**src/rtl/ram_arbiter.sv**
```systemverilog
// Two-port round-robin arbiter in front of a single-port 16-word RAM; one access per two cycles.
// Optional CLEAR_ON_RESET_EN: after reset an INIT phase writes zero to every RAM word before serving requests.
module ram_arbiter #(
  parameter int DATA_W = 4,
  parameter int ADDR_W = 4
) (
  input  logic              clk,
  input  logic              rst,
  input  logic              req0,
  input  logic              we0,
  input  logic [ADDR_W-1:0] addr0,
  input  logic [DATA_W-1:0] wdata0,
  input  logic              req1,
  input  logic              we1,
  input  logic [ADDR_W-1:0] addr1,
  input  logic [DATA_W-1:0] wdata1,
  output logic              gnt0,
  output logic              gnt1,
  output logic              rvalid0,
  output logic              rvalid1,
  output logic [DATA_W-1:0] rdata0,
  output logic [DATA_W-1:0] rdata1,
  output logic              ram_we,
  output logic [ADDR_W-1:0] ram_addr,
  output logic [DATA_W-1:0] ram_wdata,
  input  logic [DATA_W-1:0] ram_rdata,
  output logic              busy
);

`ifdef CLEAR_ON_RESET_EN
  typedef enum logic [1:0] {INIT, IDLE, ACCESS} state_t;
  localparam state_t RESET_STATE = INIT;
  logic [ADDR_W-1:0] init_cnt_q, init_cnt_d;
`else
  typedef enum logic [1:0] {IDLE, ACCESS} state_t;
  localparam state_t RESET_STATE = IDLE;
`endif

  state_t            state_q, state_d;
  logic              last_q, last_d;
  logic              cmd_port_q, cmd_port_d;
  logic              cmd_we_q, cmd_we_d;
  logic [ADDR_W-1:0] cmd_addr_q, cmd_addr_d;
  logic [DATA_W-1:0] cmd_wdata_q, cmd_wdata_d;
  logic              gnt0_q, gnt0_d, gnt1_q, gnt1_d;
  logic              rvalid0_q, rvalid0_d, rvalid1_q, rvalid1_d;
  logic [DATA_W-1:0] rdata0_q, rdata0_d, rdata1_q, rdata1_d;
  logic              pick1;

  always_ff @(posedge clk) begin
    if (rst) begin
      state_q     <= RESET_STATE;
      last_q      <= 1'b1;
      cmd_port_q  <= 1'b0;
      cmd_we_q    <= 1'b0;
      cmd_addr_q  <= '0;
      cmd_wdata_q <= '0;
      gnt0_q      <= 1'b0;
      gnt1_q      <= 1'b0;
      rvalid0_q   <= 1'b0;
      rvalid1_q   <= 1'b0;
      rdata0_q    <= '0;
      rdata1_q    <= '0;
`ifdef CLEAR_ON_RESET_EN
      init_cnt_q  <= '0;
`endif
    end else begin
      state_q     <= state_d;
      last_q      <= last_d;
      cmd_port_q  <= cmd_port_d;
      cmd_we_q    <= cmd_we_d;
      cmd_addr_q  <= cmd_addr_d;
      cmd_wdata_q <= cmd_wdata_d;
      gnt0_q      <= gnt0_d;
      gnt1_q      <= gnt1_d;
      rvalid0_q   <= rvalid0_d;
      rvalid1_q   <= rvalid1_d;
      rdata0_q    <= rdata0_d;
      rdata1_q    <= rdata1_d;
`ifdef CLEAR_ON_RESET_EN
      init_cnt_q  <= init_cnt_d;
`endif
    end
  end

  // Port 1 wins only when port 0 is idle or port 0 was the last one served.
  assign pick1 = req1 && (!req0 || !last_q);

  always_comb begin
    state_d     = state_q;
    last_d      = last_q;
    cmd_port_d  = cmd_port_q;
    cmd_we_d    = cmd_we_q;
    cmd_addr_d  = cmd_addr_q;
    cmd_wdata_d = cmd_wdata_q;
    gnt0_d      = 1'b0;
    gnt1_d      = 1'b0;
    rvalid0_d   = 1'b0;
    rvalid1_d   = 1'b0;
    rdata0_d    = rdata0_q;
    rdata1_d    = rdata1_q;
`ifdef CLEAR_ON_RESET_EN
    init_cnt_d  = init_cnt_q;
`endif
    case (state_q)
`ifdef CLEAR_ON_RESET_EN
      INIT: begin
        init_cnt_d = init_cnt_q + 1'b1;
        if (init_cnt_q == '1) state_d = IDLE;
      end
`endif
      IDLE: begin
        if (req0 || req1) begin
          cmd_port_d  = pick1;
          cmd_we_d    = pick1 ? we1 : we0;
          cmd_addr_d  = pick1 ? addr1 : addr0;
          cmd_wdata_d = pick1 ? wdata1 : wdata0;
          last_d      = pick1;
          gnt0_d      = !pick1;
          gnt1_d      = pick1;
          state_d     = ACCESS;
        end
      end
      ACCESS: begin
        state_d = IDLE;
        if (!cmd_we_q) begin
          if (cmd_port_q) begin
            rdata1_d  = ram_rdata;
            rvalid1_d = 1'b1;
          end else begin
            rdata0_d  = ram_rdata;
            rvalid0_d = 1'b1;
          end
        end
      end
      default: state_d = IDLE;
    endcase
  end

  // RAM write strobe is masked by rst directly so a reset edge never commits a write.
  always_comb begin
    ram_we    = 1'b0;
    ram_addr  = cmd_addr_q;
    ram_wdata = cmd_wdata_q;
    busy      = (state_q != IDLE);
    case (state_q)
      ACCESS: ram_we = cmd_we_q & ~rst;
`ifdef CLEAR_ON_RESET_EN
      INIT: begin
        ram_we    = ~rst;
        ram_addr  = init_cnt_q;
        ram_wdata = '0;
      end
`endif
      default: ram_we = 1'b0;
    endcase
  end

  assign gnt0    = gnt0_q;
  assign gnt1    = gnt1_q;
  assign rvalid0 = rvalid0_q;
  assign rvalid1 = rvalid1_q;
  assign rdata0  = rdata0_q;
  assign rdata1  = rdata1_q;

endmodule

```
**config.mk**
```make
export PLATFORM = sky130hd
export DESIGN_NAME = ram_arbiter
export DESIGN_NICKNAME = d
export VERILOG_FILES = /design/src/rtl/ram_arbiter.sv
export SDC_FILE = /design/constraint.sdc
export NUM_CORES = 1
export LEC_CHECK = 0
export CAP_MARGIN = 30
export CORE_AREA = 2 2 52 54
export DETAILED_ROUTE_END_ITERATION = 12
export DIE_AREA = 0 0 54 56
export HOLD_SLACK_MARGIN = 0.02
export PLACE_DENSITY = 0.74
export SLEW_MARGIN = 15
export SYNTH_ARGS = -nofsm -noshare
export SYNTH_HDL_FRONTEND = slang
export SYNTH_SLANG_ARGS = --single-unit
```
**constraint.sdc**
```tcl
create_clock -name clk -period 3.4 [get_ports clk]
set_input_delay 0.34 -clock clk [delete_from_list [all_inputs] [get_ports clk]]
set_output_delay 0.34 -clock clk [all_outputs]
set_load 0.02 [all_outputs]
```
==> summary.md, run 1 <==
| Metric | Value |
|---|---|
| WL/cell | `12.3 um` |
| Yosys warning count | `0` |
| Hold Path Class | `register to register` |
| Vias | `around 850` |
| Tmin final | `2.05 ns` |
| Crit path buffers/inverters | `3` |
| Fraction of the mapped netlist area in compound gates | `18.7%` |
| Core area | `2430 um2` |
| Vias in the first global route | `795` |
| Area of the mapped netlist | `948 um2` |
| Seq/Total Area, Yosys | `50.7%` |
| Sink Count | `24` |
| Setup TNS | `0 ns` |
| Slowest stage delay, CP | `0.61 ns` |
| Static leakage | `just under 0.6 nW` |
| DR pass1 iterations | `4` |
| DIE WIDTH | `54 um` |
| GRT overflow | `0` |
| CTS buffer count | `3` |
| CP startpoint kind | `primary input` |
| RSZ-0062 raised after global routing | `no` |
| FF+latch area | `between 400 and 500 um2` |
| CP top delay family | `buffers and inverters` |
| Final worst slack | `approximately 1.4 ns` |
| Vias per inst | `4.82` |
| # setup viols final | `0` |
| Clock latency at the later pin of the worst-skew pair | `~0.3 ns` |
| Synth Register Bits | `24` |
| Largest family of logic cells by synthesized area | `compound AO/OA/AOI/OAI gates` |
| GRT Util Overall | `14.9%` |
| Yosys top cell area share | `around half` |
| CP max stage cell | `clkdlybuf4s50_1` |
| Clock transition at path regs | `about 0.11 ns` |
| ANT nets after route | `0` |
| Std cell rows | `18` |
| Cells after Synth | `101` |
| Clk_skew | `0.00493 ns` |
| Clock tree buffer depth | `2` |
| Root buf cell | `clkbuf_4` |
| I/O Buffers | `47` |
| Initial Utilization | `39.0%` |
| H-tree depth | `1` |
| Largest net degree at the start of global routing | `26` |
| Yosys top cell by area | `dfxtp_1` |
| CP Max Fanout | `25` |
| Global-route wire length before repair | `between 3000 and 4000 um` |
| Top area cells in the synthesized netlist | `dfxtp_1 (51%), nor2_1 (8.7%), mux2i_1 (8.4%), a211oi_1 (7.1%), a21oi_1 (4.7%)` |
| Area Growth Syn to Fin | `53.8%` |
| Netlist cell types | `19` |
| # fillers | `228` |
| TritonCTS clock tree | `done` |
| Footprint of the multi-input gates | `427 um2` |
| # diodes | `0` |
| Dpl ws | `1.37 ns` |
| Die H | `around 56 um` |
| Adder-Cell Fraction of Synth Area | `0%` |
| Crit-path most repeated cell | `clkdlybuf4s50_1` |
| Crit path capture type | `output pin` |
| Share of cells above drive strength 1 | `6.16%` |
| Worst hold margin | `0.508 ns` |
| Placer Congestion | `0.672` |
| Maximum VDD drop | `between 0.2 and 0.3 mV` |
| Worst-Margin Slew | `~0.87 ns` |
| Critical Path RT | `just over 3 ns` |
| Max_slew headroom | `42.2%` |
| PwrDens | `412 nW/um2` |
| Max Fclk | `0.489 GHz` |
| Initial antenna violation count | `0` |
| Sequence of cells on the critical path | `clkdlybuf4s50_1 -> buf_4 -> nor2_1 -> clkdlybuf4s50_1` |
| Status | `finished clean` |
| Die ar. | `3020 um2` |
| Mux contribution to synthesized area | `approximately 8.4%` |
| Critical path class | `primary input to output pin` |
| DR DRC count | `0` |
| Total Wirelength | `2170 um` |
| Area share of and/or/nand/nor cells after synthesis | `17.8%` |
| Syn avg cell area | `9.39 um2` |
| Hold buffers post-CTS | `0` |
| Final Cycle Share | `between 60 and 70%` |
| Hold Violations, Final | `0` |
| Maxcap violations | `0` |
| CTS-repair resized insts | `0` |
| Iteration-0 DRC Markers | `8` |
| Post-CTS setup buffers | `0` |
| Crit path DAT | `approximately 1.7 ns` |
| XOR/XNOR share of the synthesized area | `0%` |
| Fin. max-slew vios | `0` |
| HPWL after detailed placement | `1620 um` |
| NumNets Final | `173` |
| Syn_nets | `about 130` |
| Num ports | `between 40 and 50` |
==> flip-flops by register name, indices dropped and copies added, names as in the netlist <==
name and count:
cmd_port_q 1, cmd_we_q 1, gnt0 1, gnt1 1, last_q 1, ram_addr 4, ram_wdata 4, rdata0 4
rdata1 4, rvalid0 1, rvalid1 1, state_q 1
==> power by group <==
group | internal [mW] | switching, mW | leakage (nW)
sequential | 0.301 | 0.0134 | 0.197
combinational | 0.0788 | 0.0673 | 0.365
clock | 0.0653 | 0.0749 | 0.0210
==> kinds of logic (layout without fill, tap and decap cells) <==
| kind of cell | count (synthesis) | count (layout) |
|---|---|---|
| simple gates | 38 | 38 |
| compound gates | 24 | 24 |
| flops | 24 | 24 |
| mux | 8 | 8 |
| buf+inv | 7 | 52 |
==> worst paths after layout <==
kind	to	slack, ns	depth (start not counted)	start
worst max-delay path	ram_we	1.35	4	rst
worst min-delay path	ram_addr[3]	0.51	2	ram_addr[3]
worst max register to register	ram_wdata[2]	2.01	3	state_q[0]
worst min register to register	ram_addr[3]	0.51	2	ram_addr[3]
==> cells in the mapped netlist, drive strengths merged <==
master   number
a211oi        9
a21bo         1
a21boi        1
a21oi         9
a221o         1
a2bb2oi       1
buf           4
clkbuf        3
dfxtp        24
mux2i         8
nand2        10
nand2b        1
nand3b        1
nor2         22
nor2b         1
nor3          2
nor3b         1
o21ba         1
o21bai        1
==> stage by stage <==
step	power [mW]	cells	utilization [%]	instance area (um2)
floorplan	0.397	101	-	948
global placement	0.465	172	58.5	1420
detailed placement	0.468	172	58.5	1420
CTS	0.609	176	60.0	1460
global route	0.629	176	60.0	1460
finish	0.600	176	60.0	1460
==> layout by cell type, fill, tap and decap left out <==
cell,Yosys,routed
a211oi_1,9,9
a21bo_2,1,1
a21boi_4,1,1
a21oi_1,9,9
a221o_1,1,1
a2bb2oi_1,1,1
buf_4,4,1
clkbuf_4,0,3
clkbuf_8,0,1
clkdlybuf4s50_1,0,47
dfxtp_1,24,24
mux2i_1,8,8
nand2_1,10,10
nand2b_1,1,1
nand3b_1,1,1
nor2_1,22,22
nor2b_1,1,1
nor3_1,2,2
nor3b_4,1,1
o21ba_2,1,1
o21bai_1,1,1
==> layout make-up <==
cell class / count / area share [%]
flip-flops and latches: 24 / 32.9
repair buffers: 48 / 32.8
multi-input cells: 70 / 29.2
well taps: 30 / 2.57
clock buffers: 4 / 2.49
==> worst register-to-register path: stages (launching register included) <==
cell and delay [ns]:
dfxtp_1 0.50, o21bai_1 0.45, a21oi_1 0.08, a211oi_1 0.28
==> layer usage <==
metal  vias up  track usage, %  routed length, um
met2        20            26.3               1100
met1       390            17.3                952
li1        437               -                  -
met4         0            4.29                 27
met3         2            3.23                 87
met5         -               0                  0
Power figures use the tool's default switching activity.
==> run 2, diff against run 1 <==
--- a/config.mk
+++ b/config.mk
@@ -6,11 +6,11 @@
 export NUM_CORES = 1
 export LEC_CHECK = 0
 export CAP_MARGIN = 30
-export CORE_AREA = 2 2 52 54
+export CORE_AREA = 2 2 56 58
 export DETAILED_ROUTE_END_ITERATION = 12
-export DIE_AREA = 0 0 54 56
+export DIE_AREA = 0 0 58 60
 export HOLD_SLACK_MARGIN = 0.02
-export PLACE_DENSITY = 0.74
+export PLACE_DENSITY = 0.67
 export SLEW_MARGIN = 15
 export SYNTH_ARGS = -nofsm -noshare
 export SYNTH_HDL_FRONTEND = slang
==> constraint.sdc (replaced) <==
create_clock -name clk -period 1.8 [get_ports clk]
set_input_delay 0.18 -clock clk [delete_from_list [all_inputs] [get_ports clk]]
set_output_delay 0.18 -clock clk [all_outputs]
set_load 0.02 [all_outputs]
==> summary.md, run 2 (synthesis gave the netlist of run 1 again) <==
| Metric | Value |
|---|---|
| Status | `finished clean` |
| Reg-to-Reg Start | `state_q[0]` |
| R2R Setup Slk | `0.60 ns` |
| DIE WIDTH | `approximately 58 um` |
| Largest net degree at the start of global routing | `25` |
| HPWL after detailed placement | `1650 um` |
| Part of the power in registers | `51.7%` |
| H-tree depth | `1` |
| Sw Ratio | `roughly a quarter` |
| Die ar. | `3480 um2` |
| Static leakage | `0.588 nW` |
| Sink Count | `24` |
| Fin. max-slew vios | `0` |
| Commonest non-fill, non-tap cell in the layout | `clkdlybuf4s50_1` |
| Max Fclk | `0.601 GHz` |
| Root buf cell | `clkbuf_4` |
| Maximum VDD drop | `0.363 mV` |
| Placed inst area | `around 1400 um2` |
| I/O Buffers | `between 40 and 50` |
| Final Non-Filler Cells | `180` |
| Core area | `2900 um2` |
| Hold Path Class | `primary input to register` |
| Finished Cell Area | `between 1000 and 1500 um2` |
| Critical path class | `register to output pin` |
| Cell internal pwr | `0.843 mW` |
| ANT nets after route | `0` |
| Initial antenna violation count | `0` |
| Worst-Margin Slew | `approximately 0.37 ns` |
| Final Cycle Share | `92.5%` |
| Comb pwr share | `24.2%` |
| CP max stage cell | `clkdlybuf4s50_1` |
| Share of cells above drive strength 1 | `7.48%` |
| NetSw | `0.307 mW` |
| Total Wirelength | `between 2000 and 2500 um` |
| DR pass1 iterations | `2` |
| Clock transition at path regs | `around 0.13 ns` |
| Clock power frac | `24.1%` |
| Vias in the first global route | `845` |
| Setup TNS | `0 ns` |
| Tmin final | `~1.7 ns` |
| # diodes | `0` |
| CP Max Fanout | `10` |
| Area Growth Syn to Fin | `55.1%` |
| TritonCTS clock tree | `done` |
| PwrDens | `between 700 and 800 nW/um2` |
| Worst hold stages | `3` |
| Num ports | `between 40 and 50` |
| Placer Congestion | `0.744` |
| R2R cell count | `3` |
| Initial Utilization | `32.7%` |
| WL/cell | `12.1 um` |
| CTS buffer count | `3` |
| Iteration-0 DRC Markers | `8` |
| Slowest stage delay, CP | `0.60 ns` |
| Hold Violations, Final | `0` |
| Clk_skew | `0.00331 ns` |
| Placed insts | `176` |
| GRT Util Overall | `approximately an eighth` |
| Vias | `around 860` |
| Vias per inst | `about 4.8` |
| Crit path DAT | `around 1.5 ns` |
| R2R Path End | `rdata0[1]` |
| CP startpoint kind | `register` |
| GRT overflow | `0` |
| Die H | `approximately 60 um` |
| RSZ-0062 raised after global routing | `no` |
| Std cell rows | `20` |
| Hold path endpoint | `ram_wdata[3]` |
| Commonest cells after routing, fill and taps aside | `clkdlybuf4s50_1 (47), dfxtp_1 (23), nor2_1 (22), nand2_1 (10)` |
| Sequence of cells on the critical path | `nand2_1 -> nor2_1 -> clkdlybuf4s50_1` |
| Critical Path RT | `1.62 ns` |
| # setup viols final | `0` |
| Dpl ws | `0.300 ns` |
| Maxcap violations | `0` |
| Min-delay src | `wdata0[3]` |
| Final worst slack | `0.135 ns` |
| Clock latency at the later pin of the worst-skew pair | `0.30 ns` |
| Global-route wire length before repair | `3620 um` |
| DR DRC count | `0` |
| Max_slew headroom | `about 76%` |
| Post-CTS setup buffers | `0` |
| Crit path capture type | `output pin` |
| Clock tree buffer depth | `2` |
| NumNets Final | `174` |
## run 2: how the worst max path moves through the flow
stage | slack (ns) | end | startpoint | cells past startpoint
floorplan | 0.53 | rdata0[0] | state_q[0] | 4
global placement | 0.32 | ram_we | rst | 3
detailed placement | 0.30 | ram_addr[2] | req1 | 4
CTS | 0.01 | ram_we | state_q[0] | 3
global route | 0.03 | ram_we | state_q[0] | 3
finish | 0.13 | ram_we | state_q[0] | 3
## run 2: area by class of cell
| cell class | count | area, um2 |
|---|---|---|
| clock buffer | 4 | 36.3 |
| fill | 275 | 1430 |
| timing repair buffer | 49 | 485 |
| sequential | 24 | 482 |
| multi-input combinational | 70 | 427 |
| tap | 33 | 41.3 |
## run 2: power groups by stage
stage	clock, mW	sequential [mW]	combinational [mW]
2_1_floorplan	0	0.639	0.110
3_3_place_gp	0	0.605	0.275
3_5_place_dp	0	0.606	0.279
4_1_cts	0.290	0.595	0.281
5_1_grt	0.310	0.600	0.300
6_report	0.278	0.594	0.278
## run 2: metal layers
metal / up-vias / global-route usage [%] / wire, um / part of all wire (%)
met1: 401 / 16.1 / 921 / 42
met2: 21 / 23.9 / 1140 / 52
li1: 439 / - / - / -
met5: - / 0 / 0 / 0
met4: 0 / 1.99 / 0 / 0
met3: 0 / 2.60 / 119 / 5.5
## run 2: critical path: cells and delay by family (launching register included)
family        cells  cell delay [ns]
flops             1             0.43
buf+inv           1             0.60
simple gates      2             0.15
## run 2: repair_timing
action                     CTS  global route
hold buffers                 0             0
setup endpoints to repair    0             1
gates resized for setup      0             1
## run 2: stage by stage
step | util, % | power [mW] | hold slack (ns)
floorplan | - | 0.749 | 0.319
global placement | 49.4 | 0.880 | 0.484
detailed placement | 49.4 | 0.886 | 0.490
CTS | 50.6 | 1.17 | 0.404
global route | 50.7 | 1.21 | 0.405
finish | 50.7 | 1.15 | 0.414
==> run 3, diff against run 2 <==
--- a/config.mk
+++ b/config.mk
@@ -6,11 +6,11 @@
 export NUM_CORES = 1
 export LEC_CHECK = 0
 export CAP_MARGIN = 30
-export CORE_AREA = 2 2 56 58
+export CORE_AREA = 2 2 52 54
 export DETAILED_ROUTE_END_ITERATION = 12
-export DIE_AREA = 0 0 58 60
+export DIE_AREA = 0 0 54 56
 export HOLD_SLACK_MARGIN = 0.02
-export PLACE_DENSITY = 0.67
+export PLACE_DENSITY = 0.74
 export SLEW_MARGIN = 15
 export SYNTH_ARGS = -nofsm -noshare
 export SYNTH_HDL_FRONTEND = slang
==> constraint.sdc (replaced) <==
create_clock -name clk -period 2.15 [get_ports clk]
set_input_delay 0.215 -clock clk [delete_from_list [all_inputs] [get_ports clk]]
set_output_delay 0.215 -clock clk [all_outputs]
set_load 0.02 [all_outputs]
==> summary.md, run 3 (synthesis gave the netlist of run 1 again) <==
| Metric | Value |
|---|---|
| WL/cell | `12.4 um` |
| Crit path DAT | `1.59 ns` |
| Worst-Margin Slew | `0.383 ns` |
| Critical path class | `register to output pin` |
| I/O Buffers | `47` |
| Metal-1 WL | `about 1000 um` |
| Clock latency at the later pin of the worst-skew pair | `0.30 ns` |
| PwrDens | `706 nW/um2` |
| Placed inst area | `1430 um2` |
| CTS-repair resized insts | `0` |
| CTS buffer count | `3` |
| Initial antenna violation count | `0` |
| Max Fclk | `0.554 GHz` |
| Setup TNS | `0 ns` |
| Num ports | `48` |
| Std cell rows | `18` |
| ANT nets after route | `0` |
| Clk_skew | `around 0.0009 ns` |
| Core area | `around 2400 um2` |
| Max_slew headroom | `74.4%` |
| Final core occ | `61.0%` |
| Clock tree buffer depth | `2` |
| Vias in the first global route | `798` |
| Worst hold margin | `0.448 ns` |
| Max layer used | `met4` |
| Initial Utilization | `~39%` |
| Hold Path Class | `primary input to register` |
| GRT Util Overall | `between 15 and 20%` |
| Commonest non-fill, non-tap cell in the layout | `clkdlybuf4s50_1` |
| Crit path capture type | `output pin` |
| Hold buffers post-CTS | `0` |
| Clock transition at path regs | `0.13 ns` |
| DR DRC count | `0` |
| DR pass1 iterations | `4` |
| Sink Count | `24` |
| Final Cycle Share | `83.9%` |
| Share of cells above drive strength 1 | `6.80%` |
| Vias | `~840` |
| # setup viols final | `0` |
| Root buf cell | `clkbuf_4` |
| Maxcap violations | `0` |
| Placer Congestion | `0.725` |
| TritonCTS clock tree | `done` |
| Total Wirelength | `around 2200 um` |
| Hold Violations, Final | `0` |
| Tmin final | `around 1.8 ns` |
| Met2 wire length | `1080 um` |
| Finished Cell Area | `1480 um2` |
| Commonest cells after routing, fill and taps aside | `clkdlybuf4s50_1 (47), dfxtp_1 (24), nor2_1 (22), nand2_1 (10)` |
| RSZ-0062 raised after global routing | `no` |
| Die H | `between 50 and 60 um` |
| Maximum VDD drop | `0.446 mV` |
| HPWL after detailed placement | `approximately 1700 um` |
| Critical Path RT | `1.93 ns` |
| H-tree depth | `1` |
| Largest net degree at the start of global routing | `25` |
| Die ar. | `3020 um2` |
| Status | `finished clean` |
| Iteration-0 DRC Markers | `16` |
| Global-route wire length before repair | `approximately 3500 um` |
| CP startpoint kind | `register` |
| DR WL met3 | `between 80 and 90 um` |
| Area Growth Syn to Fin | `56.3%` |
| NumNets Final | `174` |
| Vias per inst | `4.73` |
| GRT overflow | `0` |
| DIE WIDTH | `54 um` |
| Post-CTS setup buffers | `0` |
| # diodes | `0` |
| CP Max Fanout | `10` |
| Fin. max-slew vios | `0` |
| Static leakage | `0.595 nW` |
run 3: through the flow:
step	worst slack [ns]	instances	power [mW]
2_1_floorplan	0.878	101	0.627
3_3_place_gp	0.496	173	0.737
3_5_place_dp	0.383	173	0.742
4_1_cts	0.332	177	1.05
5_1_grt	0.224	177	1.09
6_report	0.346	177	1.05
run 3: path summary, 6_finish.rpt:
kind	cells past startpoint	slack (ns)	startpoint	end
max	3	0.35	state_q[0]	ram_we
min	3	0.45	wdata0[0]	ram_wdata[0]
max reg2reg	4	0.77	state_q[0]	ram_wdata[2]
min reg2reg	2	0.51	rdata0[2]	rdata0[2]
run 3: per-layer routing:
layer | track usage (%) | vias up
met3 | 1.61 | 2
met4 | 5.36 | 0
met5 | 0 | -
met1 | 18.9 | 379
met2 | 25.8 | 17
li1 | - | 439
run 3: critical path: stages (launching register included):
cell and delay [ns]:
dfxtp_1 0.50, nand2_1 0.10, nor2_1 0.09, clkdlybuf4s50_1 0.60
run 3: final cells by class:
class                           instances  area (um2)
Fill cell                             213         950
Timing Repair Buffer                   49         485
Sequential cell                        24         480
Multi-Input combinational cell         70         427
Tap cell                               30        37.5
Clock inverter                          1        30.0
Clock buffer                            3        22.5
run 3: power breakdown:
group          switching, mW  internal (mW)  total (mW)  leakage, nW
combinational          0.107          0.127       0.234        0.370
clock                  0.128          0.188       0.316       0.0279
sequential            0.0213          0.476       0.497        0.197
total                  0.256          0.790        1.05        0.595
